<file path="config.mk">
export PLATFORM = sky130hd
export DESIGN_NAME = imem_boot_ctrl_flat
export DESIGN_NICKNAME = d
export VERILOG_FILES = /design/src/rtl/imem_boot_ctrl_if.sv /design/src/rtl/imem_boot_ctrl.sv /design/src/flat_wrapper.sv
export SDC_FILE = /design/constraint.sdc
export NUM_CORES = 1
export LEC_CHECK = 0
export CAP_MARGIN = 30
export CORE_ASPECT_RATIO = 0.6
export CORE_MARGIN = 2
export CORE_UTILIZATION = 26
export CTS_BUF_LIST = sky130_fd_sc_hd__clkbuf_2
export CTS_CLUSTER_DIAMETER = 30
export DETAILED_ROUTE_END_ITERATION = 6
export PLACE_DENSITY_LB_ADDON = 0.12
export REMOVE_ABC_BUFFERS = 1
export SLEW_MARGIN = 25
export SYNTH_ARGS = -nofsm -noshare
export SYNTH_HDL_FRONTEND = slang
export SYNTH_SLANG_ARGS = --single-unit
</file>
<file path="constraint.sdc">
create_clock -name clk -period 2.3 [get_ports clk]
set_input_delay 0.46 -clock clk [delete_from_list [all_inputs] [get_ports clk]]
set_output_delay 0.46 -clock clk [all_outputs]
set_load 0.005 [all_outputs]
</file>
<file path="src/rtl/imem_boot_ctrl_if.sv">
// Loader stream bundle for imem_boot_ctrl.
// The loader (master) drives start/valid/data/last; the controller (slave) returns ready.
interface imem_boot_ctrl_if #(
    parameter int WORD = 32
) ();
    logic            load_start;
    logic            load_valid;
    logic [WORD-1:0] load_data;
    logic            load_last;
    logic            load_ready;

    modport master (
        output load_start,
        output load_valid,
        output load_data,
        output load_last,
        input  load_ready
    );

    modport slave (
        input  load_start,
        input  load_valid,
        input  load_data,
        input  load_last,
        output load_ready
    );
endinterface

</file>
<file path="src/rtl/imem_boot_ctrl.sv">
// imem_boot_ctrl: shares the single-port instruction memory between the program loader
// stream and the core fetch port. Holds the core in reset/stall while a program streams in,
// spends one cycle flushing the memory read pipeline, then releases the core.
// Optional feature macro: IMEM_CHECKSUM_EN (running sum of accepted words on checksum_o).
//
// state | meaning
// IDLE  | no runnable program; core held in reset, loader not accepted
// LOAD  | accepting loader words into memory from address 0
// FLUSH | one cycle: core address drives memory so read data is valid on RUN entry
// RUN   | memory owned by core; core out of reset and not stalled
module imem_boot_ctrl #(
    parameter int WORD  = 32,
    parameter int AW    = 8,
    parameter int DEPTH = 256
) (
    input  logic            clk,
    input  logic            reset,
    imem_boot_ctrl_if.slave load_if,
    input  logic [AW-1:0]   core_addr_i,
    output logic [WORD-1:0] core_inst_o,
    output logic            core_stall_o,
    output logic            core_rst_n_o,
    output logic [AW-1:0]   mem_A_o,
    output logic            mem_W_o,
    output logic [WORD-1:0] mem_D_o,
    input  logic [WORD-1:0] mem_Q_i,
    output logic [AW:0]     load_count_o,
    output logic            done_o,
    output logic            err_o,
    output logic [WORD-1:0] checksum_o
);
    localparam int PW = AW + 1;
    localparam logic [PW-1:0] DEPTH_P  = PW'(DEPTH);
    localparam logic [PW-1:0] DEPTH_M1 = PW'(DEPTH - 1);

    typedef enum logic [1:0] {S_IDLE, S_LOAD, S_FLUSH, S_RUN} state_t;

    state_t        state_q, state_d;
    logic [PW-1:0] wr_ptr_q, wr_ptr_d;
    logic          err_q, err_d;
    logic          done_q, done_d;
    logic          rst_n_q, rst_n_d;
    logic          accept;

    // A word is taken only in LOAD with room left; a start in the same cycle drops it.
    always_comb begin
        accept = (state_q == S_LOAD) && (wr_ptr_q < DEPTH_P)
                 && load_if.load_valid && !load_if.load_start;
    end

    // State and registered status outputs.
    always_ff @(posedge clk) begin
        if (!reset) begin
            state_q  <= S_IDLE;
            wr_ptr_q <= '0;
            err_q    <= 1'b0;
            done_q   <= 1'b0;
            rst_n_q  <= 1'b0;
        end else begin
            state_q  <= state_d;
            wr_ptr_q <= wr_ptr_d;
            err_q    <= err_d;
            done_q   <= done_d;
            rst_n_q  <= rst_n_d;
        end
    end

    // Next state; a load start overrides every other transition.
    always_comb begin
        state_d = state_q;
        case (state_q)
            S_IDLE:  state_d = S_IDLE;
            S_LOAD: begin
                if (accept) begin
                    if (load_if.load_last)        state_d = S_FLUSH;
                    else if (wr_ptr_q == DEPTH_M1) state_d = S_IDLE;
                end
            end
            S_FLUSH: state_d = S_RUN;
            S_RUN:   state_d = S_RUN;
            default: state_d = S_IDLE;
        endcase
        if (load_if.load_start) state_d = S_LOAD;
    end

    // Next values of write pointer and status flags; status follows the state being entered.
    always_comb begin
        wr_ptr_d = wr_ptr_q;
        err_d    = err_q;
        if (load_if.load_start) begin
            wr_ptr_d = '0;
            err_d    = 1'b0;
        end else if (accept) begin
            wr_ptr_d = wr_ptr_q + PW'(1);
            if (!load_if.load_last && (wr_ptr_q == DEPTH_M1)) err_d = 1'b1;
        end
        done_d  = (state_d == S_RUN);
        rst_n_d = (state_d == S_RUN);
    end

    // Memory port and handshake decode from current state.
    always_comb begin
        load_if.load_ready = 1'b0;
        core_stall_o       = 1'b1;
        mem_W_o            = 1'b0;
        mem_A_o            = core_addr_i;
        mem_D_o            = load_if.load_data;
        case (state_q)
            S_LOAD: begin
                load_if.load_ready = (wr_ptr_q < DEPTH_P);
                mem_A_o            = wr_ptr_q[AW-1:0];
                mem_W_o            = accept;
            end
            S_RUN:   core_stall_o = 1'b0;
            default: ;
        endcase
    end

    assign core_inst_o  = mem_Q_i;
    assign core_rst_n_o = rst_n_q;
    assign done_o       = done_q;
    assign err_o        = err_q;
    assign load_count_o = wr_ptr_q;

`ifdef IMEM_CHECKSUM_EN
    logic [WORD-1:0] sum_q, sum_d;

    // Running modular sum of accepted words, cleared by start.
    always_comb begin
        sum_d = sum_q;
        if (load_if.load_start) sum_d = '0;
        else if (accept)        sum_d = sum_q + load_if.load_data;
    end

    // Checksum register.
    always_ff @(posedge clk) begin
        if (!reset) sum_q <= '0;
        else        sum_q <= sum_d;
    end

    assign checksum_o = sum_q;
`else
    assign checksum_o = '0;
`endif
endmodule

</file>
<file path="src/flat_wrapper.sv">
// flat-port wrapper written by rule: the top's interface ports become plain ports
module imem_boot_ctrl_flat 
#(
    parameter int WORD  = 32,
    parameter int AW    = 8,
    parameter int DEPTH = 256
)
  (clk, reset, core_addr_i, core_inst_o, core_stall_o, core_rst_n_o, mem_A_o, mem_W_o, mem_D_o, mem_Q_i, load_count_o, done_o, err_o, checksum_o, load_if_load_start, load_if_load_valid, load_if_load_data, load_if_load_last, load_if_load_ready);
  imem_boot_ctrl_if #(.WORD(WORD)) load_if_i ();
  input  logic clk;
  input  logic reset;
  input  logic [AW-1:0] core_addr_i;
  output logic [WORD-1:0] core_inst_o;
  output logic core_stall_o;
  output logic core_rst_n_o;
  output logic [AW-1:0] mem_A_o;
  output logic mem_W_o;
  output logic [WORD-1:0] mem_D_o;
  input  logic [WORD-1:0] mem_Q_i;
  output logic [AW:0] load_count_o;
  output logic done_o;
  output logic err_o;
  output logic [WORD-1:0] checksum_o;
  input wire logic [$bits(load_if_i.load_start)-1:0] load_if_load_start;
  input wire logic [$bits(load_if_i.load_valid)-1:0] load_if_load_valid;
  input wire logic [$bits(load_if_i.load_data)-1:0] load_if_load_data;
  input wire logic [$bits(load_if_i.load_last)-1:0] load_if_load_last;
  output wire logic [$bits(load_if_i.load_ready)-1:0] load_if_load_ready;
  assign load_if_i.load_start = load_if_load_start;
  assign load_if_i.load_valid = load_if_load_valid;
  assign load_if_i.load_data = load_if_load_data;
  assign load_if_i.load_last = load_if_load_last;
  assign load_if_load_ready = load_if_i.load_ready;
  imem_boot_ctrl #(.WORD(WORD), .AW(AW), .DEPTH(DEPTH)) u_core (.clk(clk), .reset(reset), .load_if(load_if_i), .core_addr_i(core_addr_i), .core_inst_o(core_inst_o), .core_stall_o(core_stall_o), .core_rst_n_o(core_rst_n_o), .mem_A_o(mem_A_o), .mem_W_o(mem_W_o), .mem_D_o(mem_D_o), .mem_Q_i(mem_Q_i), .load_count_o(load_count_o), .done_o(done_o), .err_o(err_o), .checksum_o(checksum_o));
endmodule
</file>
# Word level (Yosys, flattened, before mapping)
# Cells that the tools add are included.
# totals
inputBits	77
out_inout_bits	119
elab_cells	31
register_bits	13
# classes
reduce_logical	10
order_cmp	1
bitwise	1
muxes	9
eq_ne	5
addsub	1
# ops
operator	n
$add 9x1->9 const B	1
$eq 9x8->1 const B	1
$lt 9x9->1 const B	1
$mux 2	4
$mux 8	1
$eq 2x2->1 const B	3
$pmux 2 s3	1
$logic_and 1x1->1	4
$reduce_or 2->1	2
$mux 1	3
$eq 2x1->1 const B	1
$logic_not 1->1	2
$logic_not 2->1	1
$reduce_and 2->1	1
$not 1->1	1

# Depth between registers and ports, before layout
# Gate-level depths: netlist (run 1).
# depth
depth_word	8
depth_mapped	7
depth_no_buf	7

# Least setup slack after synthesis (run 1)
# Ideal clock, no wire load.
# synth_path
path_kind	in2out
startpoint	in load_if_load_start
endpoint	out mem_W_o
slack_ps	527
n_path_buf	2
stages	4
required_ps	1840
arrival_time_ps	1313
cell_sequence	or4b_1 -> clkbuf_2 -> buf_2 -> nor2_1
# synth_between
elab_chain_cells	3
# synth_lines
element	line	source
start, declared	flat_wrapper.sv:24	input wire logic [$bits(load_if_i.load_start)-1:0] load_if_load_start;
$logic_not 1->1	imem_boot_ctrl.sv:48	&& load_if.load_valid && !load_if.load_start;
$logic_and 1x1->1	imem_boot_ctrl.sv:48	
$mux 1	imem_boot_ctrl.sv:108	case (state_q)
end, declared	flat_wrapper.sv:17	output logic mem_W_o;
# Every way passes these cells.

# Worst setup path in the final report (run 1)
# layout_path
startpoint	reg u_core.state_q[1]
endpoint	out mem_A_o[4]
# layout_between
elab_chain_cells	2
# layout_lines
element	line	source
start, declared	imem_boot_ctrl.sv:38	state_t state_q, state_d;
start signal, assigned	imem_boot_ctrl.sv:60	state_q <= state_d;
$eq 2x1->1	imem_boot_ctrl.sv:108	
$mux 8	imem_boot_ctrl.sv:108	
end, declared	flat_wrapper.sv:16	output logic [AW-1:0] mem_A_o;
# Every way passes these cells.

==> impl_metrics.toml, run 1 <==
[finish]
area_growth_pct = -7.77
register_area_um2 = 264
final_nets = 235
multi_input_area_um2 = 549
antenna_cells = 0
final_cells = 224
drive_gt1_frac = 0.142
num-fill-cells = 616

[clock_network]
cts_tree = "yes"
clock_sinks = 13
clk_latency_ns = 0.28
clockBufferDepth = 2
htreeDepth = 1
cts_buffers = 3
cts-root-buf = "clkbuf_2"
ctsHoldBuffers = 0
cts.clk_slew.worst_paths_ns = 0.13

[power]
p_switching_w = 0.000135
p_leak_nw = 0.508
switching_share = 0.286
comb_power_share = 0.245
powerDensity_nw_per_um2 = 353
pwr-share-clk = 0.270
p_int_w = 0.000337
p_seq_frac = 0.484
ir_worst_vdd_mv = 0.0924

[critical_path]
critPathLaunch = "u_core.state_q[1]"
cpPeakStageDelay_ns = 0.46
worst_setup_path_start_kind = "flip-flop"
required_ns = 1.84
crit_path_cell_trace = "nand2b_4, buf_12, mux2_2, clkdlybuf4s50_1"
cp_max_fo = 8
worstReg2RegStart = "u_core.state_q[1]"
crit_path_end_kind = "output pin"
critical_path_class = "flip-flop to output pin"
crit_arrival_ns = 1.75
cp_slowest_cell = "clkdlybuf4s50_1"

[timing]
rsz0062_at_grt = "no"
worst_pin_slew_ns = 0.664
min_period_ns = 2.21
slew_headroom = 0.551
setup_violations = 0
tns_ns = 0
fmax_ghz = 0.452
finalHoldViolCount = 0
slew_violations = 0
period_share = 0.961
clock_skew_ns = 0.00472

[place]
dp_hpwl_mm = 6.64
port_buffers = 35
place.gp.congestion = 0.798
placed_cells = 220

[yosys]
syn-instance-count = 181
synth_seq_cells = 13
synth_compound_gate_area_share = 0.0828
yosys-top-cells-count = "buf_4, dfxtp_1, mux2_2, a21oi_1, nand2_1"
synth_edf_count = 0
synth_most_common_cell = "buf_4"
synth.top_cell.area_share = 0.502
yosysWarnings = 0
synthSimpleGateAreaFrac = 0.122
synth_cell_types = 32
ys_seq_area_frac = 0.179
synthAdderAreaFrac = 0.0173
synth_area_um2 = 1450
async_flop_share = 0
yosys.area.top_type = "buf_4"
synth_top_family_by_area = "buffers and inverters"
syn-mean-instance-area_um2 = 8.01
synthFlopType = "dfxtp_1"
synth_xor_xnor_area_share = 0
synth.area.top_cells = "buf_4, dfxtp_1, mux2_2, a21oi_1, ha_1"
synth_mux_area_frac = 0.0690

[run_status]
outcome = "complete, no violations"

[global_routing]
first_global_vias = 906
met2_usage = 0.286
gr-total-overflow = 0
grt_max_degree = 16
antenna_found_initial = 0
grt_usage = 0.237
globalRouteMet3Util = 0.437
top_usage_layer = "met3"
grt_pass1_wl_mm = 9.13
use_met1 = 0.170

[floorplan]
rows = 21
core_um2 = 5470
die_w_um = 100
start_util = 0.265
fp.dieH_um = 61.9
pin_count = 196
die_area_um2 = 6210

[job]
drv_cap = 0

[drt]
num_vias = 1019
antenna_left = 0
dr.pass1.iters = 4
totalWireLength_mm = 7.55
wl_per_cell_um = 33.7
vias_per_cell = 4.55
drcViolationCount = 0
drt_iter0_markers = 34

[min_path]
hp-class = "flip-flop to flip-flop"
hp-start = "u_core.err_o"
## stage by stage
stage	total power, W	util	instance area, um^2	hold slack, ns	setup slack, ns
global placement	0.000346	0.240	1310	0.471	-0.290
global route	0.000503	0.245	1340	0.565	0.0103
finish	0.000472	0.245	1340	0.501	0.0887
CTS	0.000478	0.245	1340	0.499	0.00738
detailed placement	0.000348	0.240	1310	0.468	-0.291
floorplan	0.000279	-	817	0.465	0.464
## sequential cells by signal, indices dropped and copies added (netlist names)
| name | count |
|---|---|
| u_core.core_rst_n_o | 1 |
| u_core.state_q | 2 |
| u_core.load_count_o | 9 |
| u_core.err_o | 1 |
## critical path: cells and delay by family, from the launching register on
kind | cells | cell delay, ns
and+or+nand+nor | 1 | 0.15
muxes | 1 | 0.33
buffers and inverters | 2 | 0.59
DFF | 1 | 0.41
## routing by layer
layer  up-vias  wire length, um
met3         8             2890
li1        420                -
met2       144             2670
met5         -               33
met4         2               74
met1       445             1880
## what timing repair did
item                                   CTS  global route
setup buffers                            0             0
pin swaps                                0             0
setup endpoints to repair                9             6
gates cloned                             0             0
endpoints found under the hold margin    0             0
resized for setup                        4             2
## kinds of logic (layout without fill, tap and decap cells)
kind of cell | count (synthesis) | in the layout
other cells | 1 | 32
buf+inv | 106 | 49
compound gates | 19 | 19
mux | 9 | 9
fa+ha+maj | 2 | 2
flops | 13 | 13
simple gates | 31 | 31
## cells in the final DEF (no fill, tap or decap), types with 2 or more instances in the layout
master           synthesis  final
inv_1                    4      4
o21ai_0                  3      3
nand3_1                  3      3
o31ai_1                  3      3
a31oi_1                  2      2
mux2_2                   8      8
or3_1                    3      3
dfxtp_1                 13     12
nand4_1                  2      2
buf_4                   97      5
nand2b_1                 4      3
ha_1                     2      2
nor2_1                   4      4
or4_1                    3      3
nand2_1                  5      5
a21oi_1                  7      7
clkbuf_2                 1      5
conb_1                   1     32
clkdlybuf4s50_1          0     34
## worst paths after layout
path | to | slack [ns] | cells past startpoint
worst max-delay path | mem_A_o[4] | 0.09 | 4
worst min-delay path | u_core.err_o | 0.50 | 2
worst max register to register | u_core.load_count_o[7] | 0.46 | 4
worst min register to register | u_core.err_o | 0.50 | 2
## area by class of cell
type	count	area share
Clock buffer	4	0.0150
Timing Repair Buffer	41	0.301
Multi-Input combinational cell	93	0.411
Inverter	4	0.0112
Sequential cell	13	0.197
Tap cell	69	0.0645
## power by group through the flow
stage               logic [W]  registers [W]  clock network [W]
floorplan           0.0000446       0.000234                  0
global placement     0.000113       0.000234                  0
detailed placement   0.000114       0.000234                  0
CTS                  0.000115       0.000229           0.000133
global route         0.000129       0.000229           0.000146
finish               0.000116       0.000228           0.000128
Power figures use the tool's default switching activity.
==> run 2, diff against run 1 <==
CORE_MARGIN = 8   (was 2)
PLACE_DENSITY = 0.9   (was unset)
PLACE_DENSITY_LB_ADDON = unset   (was 0.12)
==> run 2 against run 1 <==
Net effect: total power decreased by 3.0%; combinational power decreased by 3%; critical path depth decreased by 1; non-clock buffer count unchanged; die area increased by 34%; hold slack improved by 0.035 ns; sequential share of layout area about the same; first-iteration DRC count increased by 24%; setup slack improved by 0.040 ns; cell count unchanged; utilization decreased by 0.39 points.
==> impl_metrics.toml, run 2 (synthesized netlist as in run 1, its figures left out) <==
[timing]
worst_hold_slack_ns = 0.536
rsz0062_at_grt = "no"
slew_violations = 0
worst_pin_slew_ns = 0.553
finalHoldViolCount = 0
period_share = 0.944
slew_headroom = 0.626
fmax_ghz = 0.460
min_period_ns = 2.17
clock_skew_ns = 0.00213
setup_violations = 0

[clock_network]
clk_latency_ns = 0.26
cts-root-buf = "clkbuf_2"
clock_sinks = 13
cts_tree = "yes"
ctsHoldBuffers = 0
cts_buffers = 3
htreeDepth = 1
cts.clk_slew.worst_paths_ns = 0.12
cts_setup_buffers = 0
clockBufferDepth = 2

[drt]
drt_iter0_markers = 42
num_vias = 997
dr.pass1.iters = 4
drcViolationCount = 0
vias_per_cell = 4.45
wl_per_cell_um = 34.3
antenna_left = 0
totalWireLength_mm = 7.68

[finish]
postLayoutCellArea_um2 = 1320
layout_commonest_cell = "clkdlybuf4s50_1"
drive_gt1_frac = 0.135
antenna_cells = 0
num-fill-cells = 583
area_growth_pct = -9.23
final_nets = 235
largest_reg_flops = 9
mostFrequentLayoutCells = "clkdlybuf4s50_1, conb_1, dfxtp_1, mux2_2, a21oi_1"

[global_routing]
gr-total-overflow = 0
grt_usage = 0.176
antenna_found_initial = 0
grt_max_degree = 16
grt_pass1_wl_mm = 9.27
first_global_vias = 910

[floorplan]
fp.dieH_um = 73.9
start_util = 0.265
die_w_um = 112
core_um2 = 5470
pin_count = 196
die_area_um2 = 8300
rows = 21

[place]
dp_hpwl_mm = 7.03
placed_area_um2 = 1300
port_buffers = 35
place.gp.congestion = 0.846

[power]
ir_worst_vdd_mv = 0.0974
powerDensity_nw_per_um2 = 348
power_w = 0.000458
p_leak_nw = 0.501

[critical_path]
cp_slowest_cell = "clkdlybuf4s50_1"
cp_max_fo = 9
cpPeakStageDelay_ns = 0.46
critical_path_class = "flip-flop to output pin"
required_ns = 1.84
worst_setup_path_start_kind = "flip-flop"
crit_path_end_kind = "output pin"
crit_path_cell_trace = "nand2b_2, mux2_2, clkdlybuf4s50_1"
crit_arrival_ns = 1.71

[run_status]
outcome = "complete, no violations"

[job]
drv_cap = 0

[min_path]
hp-class = "flip-flop to flip-flop"
-- run 2: changes by cell type in the layout (fill, tap and decap cells not counted) --
cell / delta
nand2b_2: +1
dfxtp_4: -1
nand2b_4: -1
buf_12: -1
dfxtp_1: +1
buf_4: +1
-- run 2: repair_timing --
action	in CTS	in global routing
endpoints found under the setup margin	9	1
gates resized for setup	2	2
cloned	0	0
-- run 2: report_power, final --
group,leakage (nW),switching (W),internal [W]
clock,0.0166,0.0000712,0.0000461
sequential,0.105,0.00000138,0.000227
combinational,0.379,0.0000511,0.0000610
total,0.501,0.000124,0.000334
-- run 2: critical path: cells and delay by family, from the launching register on --
family,cells,cell delay (ns)
buffers and inverters,1,0.46
DFF,1,0.34
muxes,1,0.37
and+or+nand+nor,1,0.28
-- run 2: final cells by class --
| type | instances | area [um^2] | share of cell area |
|---|---|---|---|
| inverter | 4 | 15.0 | 0.0114 |
| tap | 69 | 86.3 | 0.0656 |
| timing repair buffer | 41 | 390 | 0.297 |
| multi-input combinational | 93 | 544 | 0.413 |
| clock buffer | 4 | 20.0 | 0.0152 |
| sequential | 13 | 260 | 0.198 |
-- run 2: layer usage --
metal  track usage  vias to the layer above  wire, um
li1              -                      421         -
met1         0.119                      426      1950
met2         0.199                      141      2580
met3         0.336                        7      2990
met4        0.0326                        2        59
met5         0.119                        -       100
-- run 2: final timing paths --
kind | start | end | slack, ns | cells after the start
max | u_core.state_q[1] | mem_A_o[3] | 0.13 | 3
min | u_core.load_count_o[7] | u_core.load_count_o[7] | 0.54 | 2
max reg2reg | u_core.state_q[1] | u_core.load_count_o[7] | 0.36 | 5
min reg2reg | u_core.load_count_o[7] | u_core.load_count_o[7] | 0.54 | 2
-- run 2: through the flow --
stage	TNS (ns)	worst slack, ns	cells	utilization
after floorplan	0	0.464	110	-
after detailed placement	-0.307	-0.247	220	0.238
after global placement	-0.265	-0.245	220	0.238
after global routing	0	0.0219	224	0.241
final	0	0.128	224	0.241
after CTS	0	0.0314	224	0.242
